## src/rtl/ask_rx_deframer.sv

```systemverilog
// 2ASK receive deframer: rectify-and-integrate bit decisions, start/16 data/stop framing.
// Optional ASK_RX_STATS_EN adds saturating good_cnt/err_cnt frame statistics outputs.
module ask_rx_deframer #(
    parameter int SPB    = 50,
    parameter int AMP_TH = 32,
    parameter int SUM_TH = 2000,
    parameter int ACC_W  = 16
) (
    input  logic        sys_clk,
    input  logic        sys_rst,
    input  logic [7:0]  ask_in,
    input  logic        in_valid,
    output logic [15:0] data_out,
    output logic        data_valid,
    output logic        frame_err,
    output logic        busy
`ifdef ASK_RX_STATS_EN
    ,
    output logic [15:0] good_cnt,
    output logic [15:0] err_cnt
`endif
);

    localparam int CNT_W = $clog2(SPB + 1);

    typedef enum logic [1:0] {
        S_IDLE,
        S_START,
        S_DATA,
        S_STOP
    } state_t;

    state_t             r_state;
    state_t             w_state_nxt;
    logic [ACC_W-1:0]   r_acc;
    logic [CNT_W-1:0]   r_sample_cnt;
    logic [3:0]         r_bit_cnt;
    logic [15:0]        r_shift;

    logic [7:0]         w_mag;
    logic [ACC_W-1:0]   w_sum;
    logic               w_sym_end;
    logic               w_bit;
    logic               w_arm;
    logic               w_good_evt;
    logic               w_err_evt;
    logic               w_false_start;

    // x=0 yields 128, which still fits the 8-bit magnitude.
    assign w_mag     = (ask_in >= 8'd128) ? (ask_in - 8'd128) : (8'd128 - ask_in);
    assign w_sum     = r_acc + ACC_W'(w_mag);
    assign w_sym_end = in_valid && (r_state != S_IDLE) && (r_sample_cnt == CNT_W'(SPB - 1));
    assign w_bit     = (w_sum >= ACC_W'(SUM_TH));
    assign w_arm     = in_valid && (r_state == S_IDLE) && (w_mag >= 8'(AMP_TH));
    assign busy      = (r_state != S_IDLE);

    always_ff @(posedge sys_clk or posedge sys_rst) begin
        if (sys_rst) begin
            r_state <= S_IDLE;
        end else begin
            // NOTE: state is updated with <= so every flop samples pre-edge values.
            r_state <= w_state_nxt;
        end
    end

    always_comb begin
        // NOTE: every output of this block gets a default first, so no latch is inferred.
        w_state_nxt   = r_state;
        w_good_evt    = 1'b0;
        w_err_evt     = 1'b0;
        w_false_start = 1'b0;
        case (r_state)
            S_IDLE: begin
                if (w_arm) w_state_nxt = S_START;
            end
            S_START: begin
                if (w_sym_end) begin
                    if (w_bit) begin
                        w_state_nxt = S_DATA;
                    end else begin
                        w_state_nxt   = S_IDLE;
                        w_false_start = 1'b1;
                    end
                end
            end
            S_DATA: begin
                if (w_sym_end && (r_bit_cnt == 4'd15)) w_state_nxt = S_STOP;
            end
            S_STOP: begin
                if (w_sym_end) begin
                    w_state_nxt = S_IDLE;
                    w_good_evt  = ~w_bit;
                    w_err_evt   = w_bit;
                end
            end
            default: w_state_nxt = S_IDLE;
        endcase
    end

    always_ff @(posedge sys_clk or posedge sys_rst) begin
        if (sys_rst) begin
            r_acc        <= '0;
            r_sample_cnt <= '0;
            r_bit_cnt    <= '0;
            r_shift      <= '0;
            data_out     <= '0;
            data_valid   <= 1'b0;
            frame_err    <= 1'b0;
        end else begin
            data_valid <= w_good_evt;
            frame_err  <= w_err_evt;
            if (w_arm) begin
                r_acc        <= ACC_W'(w_mag);
                r_sample_cnt <= CNT_W'(1);
            end else if (in_valid && (r_state != S_IDLE)) begin
                if (w_sym_end) begin
                    r_acc        <= '0;
                    r_sample_cnt <= '0;
                end else begin
                    r_acc        <= w_sum;
                    r_sample_cnt <= r_sample_cnt + CNT_W'(1);
                end
            end
            if (w_sym_end && (r_state == S_START)) r_bit_cnt <= '0;
            if (w_sym_end && (r_state == S_DATA)) begin
                r_shift   <= {r_shift[14:0], w_bit};
                r_bit_cnt <= r_bit_cnt + 4'd1;
            end
            if (w_good_evt) data_out <= r_shift;
        end
    end

`ifdef ASK_RX_STATS_EN
    logic [15:0] r_good_cnt;
    logic [15:0] r_err_cnt;

    // Counters move on the same edge that raises the matching pulse.
    always_ff @(posedge sys_clk or posedge sys_rst) begin
        if (sys_rst) begin
            r_good_cnt <= '0;
            r_err_cnt  <= '0;
        end else begin
            if (w_good_evt && (r_good_cnt != 16'hFFFF)) r_good_cnt <= r_good_cnt + 16'd1;
            if ((w_err_evt || w_false_start) && (r_err_cnt != 16'hFFFF))
                r_err_cnt <= r_err_cnt + 16'd1;
        end
    end

    assign good_cnt = r_good_cnt;
    assign err_cnt  = r_err_cnt;
`endif

endmodule

```

## config.mk

```make
export PLATFORM = sky130hd
export DESIGN_NAME = ask_rx_deframer
export DESIGN_NICKNAME = d
export VERILOG_FILES = /design/src/rtl/ask_rx_deframer.sv
export SDC_FILE = /design/constraint.sdc
export NUM_CORES = 1
export LEC_CHECK = 0
export CAP_MARGIN = 20
export CORE_MARGIN = 1.5
export CORE_UTILIZATION = 57
export CTS_BUF_LIST = sky130_fd_sc_hd__clkbuf_8
export CTS_CLUSTER_DIAMETER = 40
export DETAILED_ROUTE_END_ITERATION = 6
export PLACE_DENSITY_LB_ADDON = 0.15
export RECOVER_POWER = 100
export SLEW_MARGIN = 20
export SYNTH_ARGS = -nofsm -noshare
export SYNTH_HDL_FRONTEND = slang
export SYNTH_SLANG_ARGS = --single-unit
```

## constraint.sdc

```tcl
create_clock -name sys_clk -period 5.8 [get_ports sys_clk]
set_clock_uncertainty 0.05 [all_clocks]
set_input_delay 0.87 -clock sys_clk [delete_from_list [all_inputs] [get_ports sys_clk]]
set_output_delay 0.87 -clock sys_clk [all_outputs]
set_load 0.02 [all_outputs]
```

---- Word-level counts from Yosys, hierarchy flattened ----
Cells that the tools add are included.
storage, ports and cells
  flip-flop bits (word level) ............. 62
  output and inout port bits .............. 19
  bits of input ports ..................... 11
  logic and storage cells ................. 57
operators by class
  magnitude comparators ................... 3
  $add $sub $neg .......................... 5
  multiplexer cells ....................... 19
  equal/unequal tests ..................... 9
  bitwise operators ....................... 1
  reductions and logical operators ........ 12
operators by type and width
  operator              count
  $mux 16               3
  $mux 6                3
  $add 16x8->16         1
  $ge 16x11->1 const B  1
  $mux 2                5
  $ge 8x6->1 const B    1
  $ge 8x8->1 const B    1
  $mux 4                2
  $mux 8                1
  $ne 2x2->1 const B    4
  $pmux 2 s4            1
  $sub 8x8->8 const A   1
  $sub 8x8->8 const B   1
  $logic_and 1x1->1     7
  $add 6x1->6 const B   1
  $eq 6x6->1 const B    1
  $reduce_bool 2->1     3
  $add 4x1->4 const B   1
  $eq 2x2->1 const B    2
  $eq 4x4->1 const B    1
  $mux 1                4
  $reduce_and 4->1      1
  $eq 2x1->1 const B    1
  $logic_not 2->1       1
  $not 1->1             1

---- Logic depth before layout (Yosys ltp) ----
  depth in word-level cells ............... 7
  gate-level depth with buffers ........... 13
  depth with buffers taken out ............ 12

---- Worst setup path before layout ----
Ideal clock, no wire load.
  path type ............................... in2reg
  start ................................... in ask_in[0]
  end ..................................... reg data_out[0]
  setup time .............................. 0.125 ns
  slack ................................... 1.857 ns
  stages .................................. 12
  required time ........................... 5.625 ns
  arrival ................................. 3.768 ns
  cell sequence ........................... nor3_1 nand2_1 nor3_1 ha_1 a21o_1 or3_4 o21a_4 a21o_1 a211oi_4 nand4_4 buf_6 mux2_4
between the ends
  word-level cells in the longest chain between the ends .. 7
  elaborated cells between the ends (all ways) .. 9
  classes of those cells .................. add/sub (3); order compare (2); mux (3); bitwise (1)
RTL lines
  element                                           line  RTL
  from (decl)                                       11    input logic [7:0] ask_in,
  $sub 8x8->8 / $ge 8x8->1 (equally long branches)  50    assign w_mag = (ask_in >= 8'd128) ? (ask_in - 8'd128) : (8'd128 - ask_in);
  $mux 8 (*)                                        50
  $add 16x8->16 (*)                                 51    assign w_sum = r_acc + ACC_W'(w_mag);
  $ge 16x11->1 (*)                                  53    assign w_bit = (w_sum >= ACC_W'(SUM_TH));
  $not 1->1 (*)                                     92    w_good_evt = ~w_bit;
  $mux 1 (*)                                        90    if (w_sym_end) begin
  $mux 1 (*)                                        72    case (r_state)
  to (signal assigned)                              129   if (w_good_evt) data_out <= r_shift;
  to (decl)                                         13    output logic [15:0] data_out,
Every way passes the cells marked *; elsewhere a longest branch is shown, timed or not.
A chain may end at the register's enable or synchronous reset.

---- Worst setup path after layout ----
  start ................................... in ask_in[0]
  end ..................................... reg data_out[2]
The elaborated chain is that of the path after synthesis.

==> results.py <==
metrics = {
    "grt": {
        "grt-ovfl-total": 0,
        "grt_pass1_wl_um": 12000,
        "grtUsageTotal_pct": 24.2,
        "antenna_found_initial": 0,
        "grt_max_degree": 63,
        "grt_pass1_vias": 2446,
    },
    "layout": {
        "diodes": 0,
        "design_area_um2": 3950,
        "nets": 390,
        "utilization_pct": 66.7,
        "areaGrowthSynthToFinish_pct": 13.5,
        "layout-drive-gt1-share_pct": 12.2,
    },
    "yosys": {
        "yosys_warnings": 0,
        "yosys_register_bits": 62,
        "post-synth-top-count-cell": "dfrtp_1",
        "syn_nets": 357,
        "seq_area_frac_synth_pct": 44.6,
        "synth_commonest_cells": "dfrtp_1 (62), o21ai_0 (30), nand2_1 (28)",
        "ys_top_cells_by_area": "dfrtp_1 (45%), mux2_2 (7.4%), ha_1 (5.0%), mux2_4 (4.3%), o21ai_0 (4.3%)",
        "yosysTopAreaCell": "dfrtp_1",
        "synth_cell_types": 57,
        "synth_edf_count": 0,
        "synthCells": 331,
        "synth_area_um2": 3480,
        "syn_area_per_cell_um2": 10.5,
        "synth_top_area_share_pct": 44.6,
        "postSynth.asyncResetShare_pct": 100,
        "ys.flop_type": "dfrtp_1",
    },
    "setup_path": {
        "critPathSlowestCell": "o21ai_0",
        "cp_num_buf_inv": 2,
        "cp.required_ns": 5.97,
        "cp_slowest_stage_delay_ns": 0.85,
        "start_kind": "input port",
        "end_kind": "register",
        "worstSetupPathType": "in2reg",
        "crit_arrival_ns": 5.23,
        "critPathMaxFanout": 16,
        "worstPathCellList": "dlygate4sd3_1 > inv_1 > ha_1 > a31oi_1 > xor2_1 > ha_1 > o211a_1 > a21oi_2 > o21ai_0 > o22ai_1 > o211ai_1 > nand4_4 > mux2_1",
        "cpMostUsedCell": "ha_1",
        "critPathTopFamily": "compound AO/OA/AOI/OAI gates",
    },
    "routing": {
        "via_count": 2628,
        "wl_per_cell_um": 16.2,
        "wirelength_um": 7210,
        "first_iter_violations": 160,
        "drt-vias-per-instance": 5.92,
        "drtPass1Iterations": 4,
        "postRouteAntennaNets": 0,
        "drc": 0,
    },
    "sta": {
        "worst_slew_pin_slew_ns": 3.28,
        "period_share_pct": 87.2,
        "grt_setup_unrepaired": "false",
        "setup_tns_ns": 0,
        "maxSlewViolCount": 63,
        "setup_viol": 0,
        "period_needed_ns": 5.06,
        "setup_ws_ns": 0.744,
        "max-slew-margin-rel_pct": -119,
        "hold_violations": 0,
        "fmax_ghz": 0.198,
    },
    "flow_run": {
        "maxCapViolations": 1,
    },
    "place": {
        "pre_cts_slack_ns": 0.896,
        "io_buffers": 29,
        "placed_area_um2": 3840,
        "routabilityCongestion": 0.821,
        "dp.final_hpwl_um": 4990,
    },
    "pwr": {
        "peakVddDrop_mv": 0.166,
        "p_per_area_nw_per_um2": 316,
        "p_leak_nw": 1.91,
    },
    "clocking": {
        "cts_num_sinks": 62,
        "worstSkewPairLatency_ns": 0.35,
        "clk_pin_slew_ns": 0.07,
        "numCtsBuffers": 9,
        "cts_tree": "yes",
        "ctsHoldBuffers": 0,
        "cts_setup_buffers": 0,
        "cts_max_path_buffers": 2,
        "cts-htree-levels": 3,
        "clockRootBuffer": "clkbuf_8",
        "ctsResizeCount": 0,
    },
    "die": {
        "die_h_um": 81.1,
        "rows": 28,
        "ios": 30,
        "initial_core_util_pct": 58.8,
        "die_area_um2": 6580,
        "coreArea_um2": 5920,
        "dieWidth_um": 81.1,
    },
    "worst_hold_path": {
        "hp-class": "reg2reg",
    },
    "outcome": {
        "status": "finished, violations left",
        "violations": "max-capacitance violations, max-slew violations",
    },
}
[per-layer routing]
| metal | GRT usage, % | share of wire (%) |
|---|---|---|
| met5 | 0 | 0 |
| met4 | 9.31 | 1.7 |
| met3 | 4.38 | 3.5 |
| met2 | 35.6 | 45 |
| met1 | 35.3 | 50 |
[worst paths after layout]
kind / startpoint / to / slack (ns) / depth (start not counted)
worst max-delay path: ask_in[0] / data_out[2]$_DFFE_PP0P_ / 0.74 / 13
max in group asynchronous: sys_rst / r_acc[8]$_DFFE_PP0P_ / 1.68 / 3
worst min register to register: r_bit_cnt[3]$_DFFE_PP0P_ / r_bit_cnt[3]$_DFFE_PP0P_ / 0.44 / 1
worst min-delay path: r_bit_cnt[3]$_DFFE_PP0P_ / r_bit_cnt[3]$_DFFE_PP0P_ / 0.44 / 1
min in group asynchronous: sys_rst / r_acc[14]$_DFFE_PP0P_ / 2.16 / 3
worst max register to register: r_acc[3]$_DFFE_PP0P_ / data_out[2]$_DFFE_PP0P_ / 2.24 / 8
[metrics by stage]
stage | power, mW | instances | hold WS, ns
after floorplan | 0.834 | 331 | 0.402
after global placement | 0.909 | 428 | 0.427
after detailed placement | 0.922 | 428 | 0.432
after CTS | 1.25 | 444 | 0.443
after global routing | 1.32 | 444 | 0.456
final | 1.25 | 444 | 0.436
[cells by family after synthesis]
family / Yosys count / synth area share, %
compound gates: 93 / 18.4
simple gates: 93 / 13.8
flops: 62 / 44.6
mux: 35 / 12.3
buf+inv: 23 / 2.73
fa+ha+maj: 15 / 5.61
xor+xnor: 10 / 2.52
[cell type report]
type                            count  area [um^2]
Clock buffer                        9          124
Sequential cell                    62         1550
Fill cell                         496         1970
Clock inverter                      7         42.5
Timing Repair Buffer               31          298
Tap cell                           75         93.8
Multi-Input combinational cell    246         1790
Inverter                           14         52.6
[flip-flops by register name (all words and copies together), names as in the netlist, named ones only]
signal	cells
data_out	16
data_valid	1
frame_err	1
r_acc	16
r_bit_cnt	4
r_sample_cnt	6
r_shift	16
r_state	1
[power by group]
part	internal (mW)	switching, mW	leakage (nW)
clock	0.151	0.179	0.0862
combinational	0.180	0.232	0.981
sequential	0.471	0.0341	0.839
[placed cells by master (no fill, tap or decap), types with 3 or more instances in the layout]
cell	n
mux2_2	23
o21a_1	4
and2_1	5
nand3_1	6
and3_1	5
a21oi_1	7
dlygate4sd3_1	22
mux2_1	10
o21ai_0	32
nor2_1	20
xnor2_1	3
a31oi_1	8
clkinv_2	3
nor2b_1	4
clkdlybuf4s50_1	7
inv_1	14
a21o_1	7
or3_1	3
a22o_1	5
dfrtp_1	62
nor3_1	6
o22ai_1	5
nand2_1	28
clkbuf_8	9
o31ai_1	3
ha_1	14
nand4_1	4
xor2_1	7
(Power assumes the default switching activity.)
